[config.mk]
export PLATFORM = sky130hd
export DESIGN_NAME = rr_mux_reg_nway
export DESIGN_NICKNAME = d
export VERILOG_FILES = /design/src/rtl/basic_pkg.sv /design/src/rtl/rr_pick_nway.sv /design/src/rtl/rr_mux_reg_nway.sv
export SDC_FILE = /design/constraint.sdc
export NUM_CORES = 1
export LEC_CHECK = 0
export ABC_AREA = 1
export CORE_ASPECT_RATIO = 1.25
export CORE_MARGIN = 2
export CORE_UTILIZATION = 43
export DETAILED_ROUTE_END_ITERATION = 16
export PLACE_DENSITY = 0.94
export SYNTH_ARGS = -nofsm -noshare
export SYNTH_HDL_FRONTEND = slang
export SYNTH_HIERARCHICAL = 1
export SYNTH_SLANG_ARGS = --single-unit
[constraint.sdc]
create_clock -name clk -period 4.8 [get_ports clk]
set_input_delay 0.96 -clock clk [delete_from_list [all_inputs] [get_ports clk]]
set_output_delay 0.96 -clock clk [all_outputs]
set_load 0.02 [all_outputs]
[src/rtl/basic_pkg.sv]
// Shared arbitration helpers: grant index width calculation, the largest
// supported arbiter size and a full-width one-hot grant vector type.
package basic_pkg;

    localparam int MAX_ARB_N = 16;

    // One-hot grant vector sized for the largest supported arbiter.
    typedef logic [MAX_ARB_N-1:0] arb_onehot_t;

    // Ceiling log2, never less than 1 so a 2-way index still has one bit.
    function automatic int clog2(input int value);
        int result;
        result = 1;
        for (int i = 1; i < 31; i++) begin
            if ((1 << i) < value) begin
                result = i + 1;
            end
        end
        return result;
    endfunction

endpackage

[src/rtl/rr_pick_nway.sv]
// Round-robin pick: finds the first asserted request at or after ptr,
// wrapping modulo N. Purely combinational.
// The request vector is doubled and rotated right by ptr, then priority-encoded.
module rr_pick_nway import basic_pkg::*; #(
    parameter int N = 4,
    localparam int SEL_W = clog2(N)
) (
    input  logic [N-1:0]     req,
    input  logic [SEL_W-1:0] ptr,
    output logic [N-1:0]     gnt_onehot,
    output logic [SEL_W-1:0] gnt_idx,
    output logic             any_gnt
);

    localparam logic [SEL_W:0] N_EXT = (SEL_W + 1)'(N);

    logic [N-1:0]     req_rot;
    logic [SEL_W-1:0] offset;
    logic [SEL_W:0]   idx_sum;

    // Bit j of req_rot is request (ptr + j) mod N; ptr is always below N.
    assign req_rot = N'({req, req} >> ptr);
    assign any_gnt = |req_rot;

    // Lowest set bit of the rotated vector is the nearest requester after ptr.
    always_comb begin
        // NOTE: every output gets a default first so no path leaves it unassigned (no latch).
        offset = '0;
        for (int i = N - 1; i >= 0; i--) begin
            if (req_rot[i]) begin
                offset = SEL_W'(i);
            end
        end
    end

    // Undo the rotation: absolute index is ptr + offset, folded back below N.
    always_comb begin
        idx_sum = {1'b0, ptr} + {1'b0, offset};
        if (idx_sum >= N_EXT) begin
            idx_sum = idx_sum - N_EXT;
        end
    end

    assign gnt_idx = idx_sum[SEL_W-1:0];

    // Expand the winning index to one-hot; all-zero when nobody requests.
    always_comb begin
        gnt_onehot = '0;
        if (any_gnt) begin
            gnt_onehot[gnt_idx] = 1'b1;
        end
    end

endmodule

[src/rtl/rr_mux_reg_nway.sv]
// N-way round-robin valid/ready selector with a single registered output stage.
// Optional macro MUX_ARB_LOCK_EN: a source may hold the grant across beats
// by raising in_lock; without it in_lock is ignored.
module rr_mux_reg_nway import basic_pkg::*; #(
    parameter int N = 4,
    parameter int WIDTH = 32,
    localparam int SEL_W = clog2(N)
) (
    input  logic               clk,
    input  logic               reset,
    input  logic [N-1:0]       in_valid,
    input  logic [N*WIDTH-1:0] in_data,
    input  logic [N-1:0]       in_lock,
    output logic [N-1:0]       in_ready,
    output logic               out_valid,
    output logic [WIDTH-1:0]   out_data,
    output logic [SEL_W-1:0]   out_sel,
    input  logic               out_ready
);

    logic [SEL_W-1:0] ptr;
    logic [N-1:0]     req;
    logic [N-1:0]     gnt_onehot;
    logic [SEL_W-1:0] gnt_idx;
    logic [SEL_W-1:0] ptr_after_gnt;
    logic             any_gnt;
    logic             load_ok;
    logic             accept;
    logic [WIDTH-1:0] mux_data;

    // The output register can take a new beat when empty or draining this cycle.
    assign load_ok = ~out_valid | out_ready;

`ifdef MUX_ARB_LOCK_EN
    logic             locked;
    logic [SEL_W-1:0] lock_ch;
    logic [N-1:0]     lock_mask;

    // While locked only the owning channel may compete for the grant.
    always_comb begin
        lock_mask = '1;
        if (locked) begin
            lock_mask = '0;
            lock_mask[lock_ch] = 1'b1;
        end
    end

    assign req = in_valid & lock_mask;
`else
    logic unused_lock;

    assign unused_lock = ^in_lock;
    assign req = in_valid;
`endif

    rr_pick_nway #(
        .N (N)
    ) u_pick (
        .req        (req),
        .ptr        (ptr),
        .gnt_onehot (gnt_onehot),
        .gnt_idx    (gnt_idx),
        .any_gnt    (any_gnt)
    );

    assign in_ready = load_ok ? gnt_onehot : '0;
    assign accept   = load_ok & any_gnt;

    // Channel after the winner, wrapping from N-1 to 0 for any N.
    assign ptr_after_gnt = (gnt_idx == SEL_W'(N - 1)) ? '0 : gnt_idx + SEL_W'(1);

    // One-hot AND-OR data select across all channels.
    always_comb begin
        mux_data = '0;
        for (int i = 0; i < N; i++) begin
            mux_data = mux_data | (in_data[i*WIDTH +: WIDTH] & {WIDTH{gnt_onehot[i]}});
        end
    end

    // Output valid and source index: load on free slot, hold on stall.
    always_ff @(posedge clk) begin
        // NOTE: state is written with non-blocking assignments so every flop samples pre-edge values.
        if (reset) begin
            out_valid <= 1'b0;
            out_sel   <= '0;
        end else if (load_ok) begin
            out_valid <= any_gnt;
            if (any_gnt) begin
                out_sel <= gnt_idx;
            end
        end
    end

    // Output data: one enable-muxed flop per bit, loaded only on accept.
    for (genvar b = 0; b < WIDTH; b++) begin : g_data_bit
        logic q;

        always_ff @(posedge clk) begin
            if (reset) begin
                q <= 1'b0;
            end else if (accept) begin
                q <= mux_data[b];
            end
        end

        assign out_data[b] = q;
    end

`ifdef MUX_ARB_LOCK_EN
    // Priority pointer and lock state; ptr is frozen for a whole locked sequence.
    always_ff @(posedge clk) begin
        if (reset) begin
            ptr     <= '0;
            locked  <= 1'b0;
            lock_ch <= '0;
        end else if (accept) begin
            if (locked) begin
                if (!in_lock[lock_ch]) begin
                    locked <= 1'b0;
                    ptr    <= ptr_after_gnt;
                end
            end else if (in_lock[gnt_idx]) begin
                locked  <= 1'b1;
                lock_ch <= gnt_idx;
            end else begin
                ptr <= ptr_after_gnt;
            end
        end
    end
`else
    // Priority pointer: the channel after each winner becomes highest priority.
    always_ff @(posedge clk) begin
        if (reset) begin
            ptr <= '0;
        end else if (accept) begin
            ptr <= ptr_after_gnt;
        end
    end
`endif

endmodule

; Word-level counts from Yosys, hierarchy flattened
; Index checks and enable logic that the tools add are counted.
[totals]
regBits = 37
in_bits = 139
out_inout_bits = 39
word_cells = 66
[op_classes]
n_addsub = 3
magnitude_cmp = 3
n_eq_ne = 1
shifts = 1
mux = 10
bitwise_logic = 10
reduce_logical = 3
[op_table]
columns = op, n
row1 = $and A32 B32 Y32, 4
row2 = $or A32 B32 Y32, 3
row3 = $mux W2, 6
row4 = $mux W4, 2
row5 = $shr A8 B2 Y4, 1
row6 = $reduce_or A4 Y1, 1
row7 = $add A2 B2 Y3, 1
row8 = $ge A3 B3 Y1 const B, 1
row9 = $lt A2 B3 Y1 const B, 1
row10 = $add A2 B1 Y2 const B, 1
row11 = $demux W1 S2, 1
row12 = $eq A2 B2 Y1 const B, 1
row13 = $ge A2 B1 Y1 const B, 1
row14 = $reduce_and A2 Y1, 1
row15 = $sub A2 B1 Y2 const B, 1
row16 = $and A1 B1 Y1, 1
row17 = $logic_and A1 B1 Y1, 1
row18 = $mux W1, 1
row19 = $not A1 Y1, 1
row20 = $or A1 B1 Y1, 1

; Longest topological paths before layout
[depth]
ltp_word = 17
ltp_mapped = 20
ltp_nobuf = 18

; By module
; The synthesis kept the hierarchy.
[modules_own_cells]
columns = mod, instances, cells_per_inst, area_each_um2, seq_area_each_um2
row1 = rr_mux_reg_nway, 1, 573, 3140.5, 740.7
row2 = rr_pick_nway, 1, 43, 217.7, 0.0

; Worst setup path before layout
; No wires, ideal clock.
[synth_path]
kind = input to output
startpoint = input port in_valid[1]
endpoint = output port in_ready[0]
arrival_time_ps = 2668
required_ps = 3840
path_slack_ps = 1172
cell_stages = 15
n_path_buf = 2
path_cell_list = nand2_1 -> nand3_1 -> nand2_1 -> nand3_1 -> a21boi_0 -> ha_1 -> xnor2_1 -> inv_1 -> nand2_4 -> nand2_2 -> nor2_1 -> buf_6 -> buf_12 -> inv_1 -> nor2_1
[synth_via]
elab_chain_len = 14
word_cells_on_any_way = 17
cone_classes = add/sub: 2 / order compare: 3 / shift: 1 / mux: 9 / reduce/logical: 2
[synth_rtl]
columns = element, line
row1 = "start, declared", rr_mux_reg_nway.sv:11  ; input logic [N-1:0] in_valid,
row2 = $shr A8 B2 Y4 *, rr_pick_nway.sv:22  ; assign req_rot = N'({req, req} >> ptr);
row3 = $mux W2 (3 in a row), rr_pick_nway.sv:30  ; if (req_rot[i]) begin
row4 = $mux W2 *, rr_pick_nway.sv:30
row5 = $add A2 B2 Y3 *, rr_pick_nway.sv:38  ; idx_sum = {1'b0, ptr} + {1'b0, offset};
row6 = $ge A3 B3 Y1 / $sub A2 B1 Y2 (equally long branches), "rr_pick_nway.sv:39, rr_pick_nway.sv:40"
row7 = $mux W2 *, rr_pick_nway.sv:39  ; if (idx_sum >= N_EXT) begin
row8 = via gnt_idx[1], rr_mux_reg_nway.sv:24  ; logic [SEL_W-1:0] gnt_idx;
row9 = $lt A2 B3 Y1 (implied by the code) / $ge A2 B1 Y1 (equally long branches), rr_pick_nway.sv:50  ; gnt_onehot[gnt_idx] = 1'b1;
row10 = $logic_and A1 B1 Y1 (implied by the code), rr_pick_nway.sv:50
row11 = $mux W1 (implied by the code), rr_pick_nway.sv:50
row12 = $demux W1 S2 *, -
row13 = $mux W4 *, rr_pick_nway.sv:49  ; if (any_gnt) begin
row14 = via gnt_onehot[0], rr_mux_reg_nway.sv:23  ; logic [N-1:0] gnt_onehot;
row15 = $mux W4 *, rr_mux_reg_nway.sv:66  ; assign in_ready = load_ok ? gnt_onehot : '0;
row16 = "end, declared", rr_mux_reg_nway.sv:14  ; output logic [N-1:0] in_ready,
; The timed path passes the listed nets; every way through them passes the cells marked *.

; Worst setup path after layout
[layout_path]
startpoint = input port in_valid[0]
endpoint = output port in_ready[1]
; The elaborated chain is that of the path after synthesis.

==> results.cfg <==
[setup_path]
max_stage_delay_ps = 600
startpoint_type = input pin
cpMaxStageDelayCell = clkdlybuf4s50_1
path_max_fanout = 4
cp_num_buf_inv = 4
crit_family = buffers and inverters
crit_type = input pin to output port
arrival_ps = 3450
cp_cell_sequence = clkdlybuf4s50_1 -> nand2_1 -> nand3_1 -> nand2_1 -> nand3_1 -> a21boi_0 -> ha_1 -> xnor2_1 -> inv_1 -> nand2_4 -> nand2_2 -> nor2_2 -> inv_1 -> nor2_1 -> clkdlybuf4s50_1
worstSetupEndpointType = output port
crit_required_ps = 3840

[global_route]
busiest_layer = met2
grt_antenna_before_repair = 0
use_met2_pct = 37.1
grt_pass1_wl_um = 13200
overflow = 0
grtUsageTotal_pct = 18.7
grtUsageMet1_pct = 18.3
grt_pass1_vias = 3165
grt_max_degree = 72
gr-usage-met3_pct = 4.64

[yosys]
yosysSeqAreaShare_pct = 22.1
yosys.cell_types.count = 21
syn_inst = 616
synth.ff_latch_count = 37
synth_nets = 757
synth-simple-area-share_pct = 48.0
synth_top_family_by_area = simple AND/OR/NAND/NOR gates
netlist_area_um2 = 3360
synth_xor_area_share_pct = 0.261
synth_mux_area_share_pct = 0
synth_fa_ha_area_share_pct = 0.745
avgSynthCellArea_um2 = 5.45
yosys_warnings = 6
synth-compound-area-share_pct = 1.27

[final_layout]
stdcell_area_um2 = 4830
drive_gt1_share_pct = 7.13
n_antenna_cell = 0
seq_area_um2 = 741
syn2layout_area_growth_pct = 43.9
layout_common_cells = 276 x nand2_1, 173 x clkdlybuf4s50_1, 106 x inv_1
multi_input_area_um2 = 1710
final_common_cell = nand2_1
final_nets = 883
fin_cells = 838
fillCellCount = 688

[clocking]
cts_tree = yes
cts_resized = 0
cts_buffers = 5
cts_post_setup_buffers_inserted = 0
cts_hold_buf = 0
cts.path.max_buffers = 2
h-tree-depth = 2
cts_sinks = 37
clk_latency_ps = 280
root_buffer = clkbuf_8
path_clk_slew_ps = 70

[route]
firstDrtPassIters = 4
viasPerCell = 4.21
first_iter_violations = 109
drc_errors = 0
wirelength_um = 8160
drtAntennaViolNets = 0
routedWlPerCell_um = 9.74
routed-via-count = 3527

[timing]
post-route-min-period_ps = 4410
rsz0062_at_grt = false
tns_ps = 0
fmax_mhz = 227
drv_slew = 0
relSlewSlack_pct = 32.9
post-route-period-util_pct = 91.8
finalClockSkew_ps = 3.55
tightest_slew_ps = 1000
whs_ps = 484
setup_viol = 0
timing_hold_violations_final = 0

[die]
initial_core_util_pct = 43.6
die_area_um2 = 8540
placementRows = 36
fp.dieH_um = 103
die_w_um = 83.0
boundaryPins = 178
core_um2 = 7700

[pwr]
power.density_nw_per_um2 = 680
ir_worst_vdd_v = 0.000759
power.leakage_nw = 2.48

[placed_design]
hpwl_um = 6080
portBuffers = 173
gp_congestion = 0.813
dpl-instance-area_um2 = 4750
placedCellCount = 830

[run_status]
status = finished clean

[run]
cap_viol_max_count = 0

[hold_path]
hold_class = flip-flop to flip-flop
## where the power goes
part           internal [mW]  switching (mW)  total [mW]
Clock                  0.103           0.100       0.203
Sequential             0.433          0.0616       0.495
Combinational          0.993            1.60        2.59
Total                   1.53            1.76        3.29
## flip-flops by register name (all words and copies together), names as in the netlist
name,cells
g_data_bit.q,32
out_sel,2
ptr,2
out_valid,1
## tightest hold or removal path, stage by stage (launching register included)
cell,delay [ps]
dfxtp_1,320
nor2_1,50
nor2_1,80
## final cells by class
type	instances	area share, %
inverters	111	8.65
flip-flops and latches	37	15.3
multi-input cells	410	35.5
clock buffers	8	1.66
well taps	95	2.46
repair buffers	177	36.4
## through the flow
step | setup WS [ps] | total power [mW] | utilization [%]
after floorplan | 1170 | 2.78 | -
after global placement | 455 | 3.06 | 61.7
after detailed placement | 408 | 3.12 | 61.7
after CTS | 412 | 3.33 | 62.8
after global routing | 211 | 3.70 | 62.8
final | 393 | 3.29 | 62.8
## synthesized netlist by cell type
library cell  count  area, um^2
o21ai_0           3        15.0
dfxtp_1          37         741
buf_4            35         263
inv_2             3        11.3
inv_1           106         398
ha_1              2        25.0
buf_12            3        60.1
buf_2             6        30.0
a21oi_1           3        15.0
a21boi_0          1        7.51
clkinv_1          1        3.75
buf_6            14         158
nor2_1           78         293
xnor2_1           1        8.76
nand2_4           2        22.5
nand2_1         276        1040
nand2_2          33         206
clkinv_2          1        5.00
nand3_1           9        45.0
nand3_2           1        10.0
o21ai_1           1        5.00
## routing by layer
metal / routed length [um] / up-vias
met3: 439 / 23
met4: 267 / 0
met1: 3070 / 1449
met5: 0 / -
met2: 4390 / 99
li1: - / 1956
## cell families after synthesis
group,after synthesis
simple gates,399
xor+xnor,1
compound gates,8
fa+ha+maj,2
flops,37
buf+inv,169
## final timing paths
| check | from | end | slack [ps] | cells after the start |
|---|---|---|---|---|
| worst max-delay path | in_valid[0] | in_ready[1] | 390 | 15 |
| worst min-delay path | out_sel[1] | out_sel[1] | 480 | 2 |
| worst max register to register | ptr[0] | g_data_bit[20].q | 2050 | 19 |
| worst min register to register | out_sel[1] | out_sel[1] | 480 | 2 |
Power figures use the tool's default switching activity.
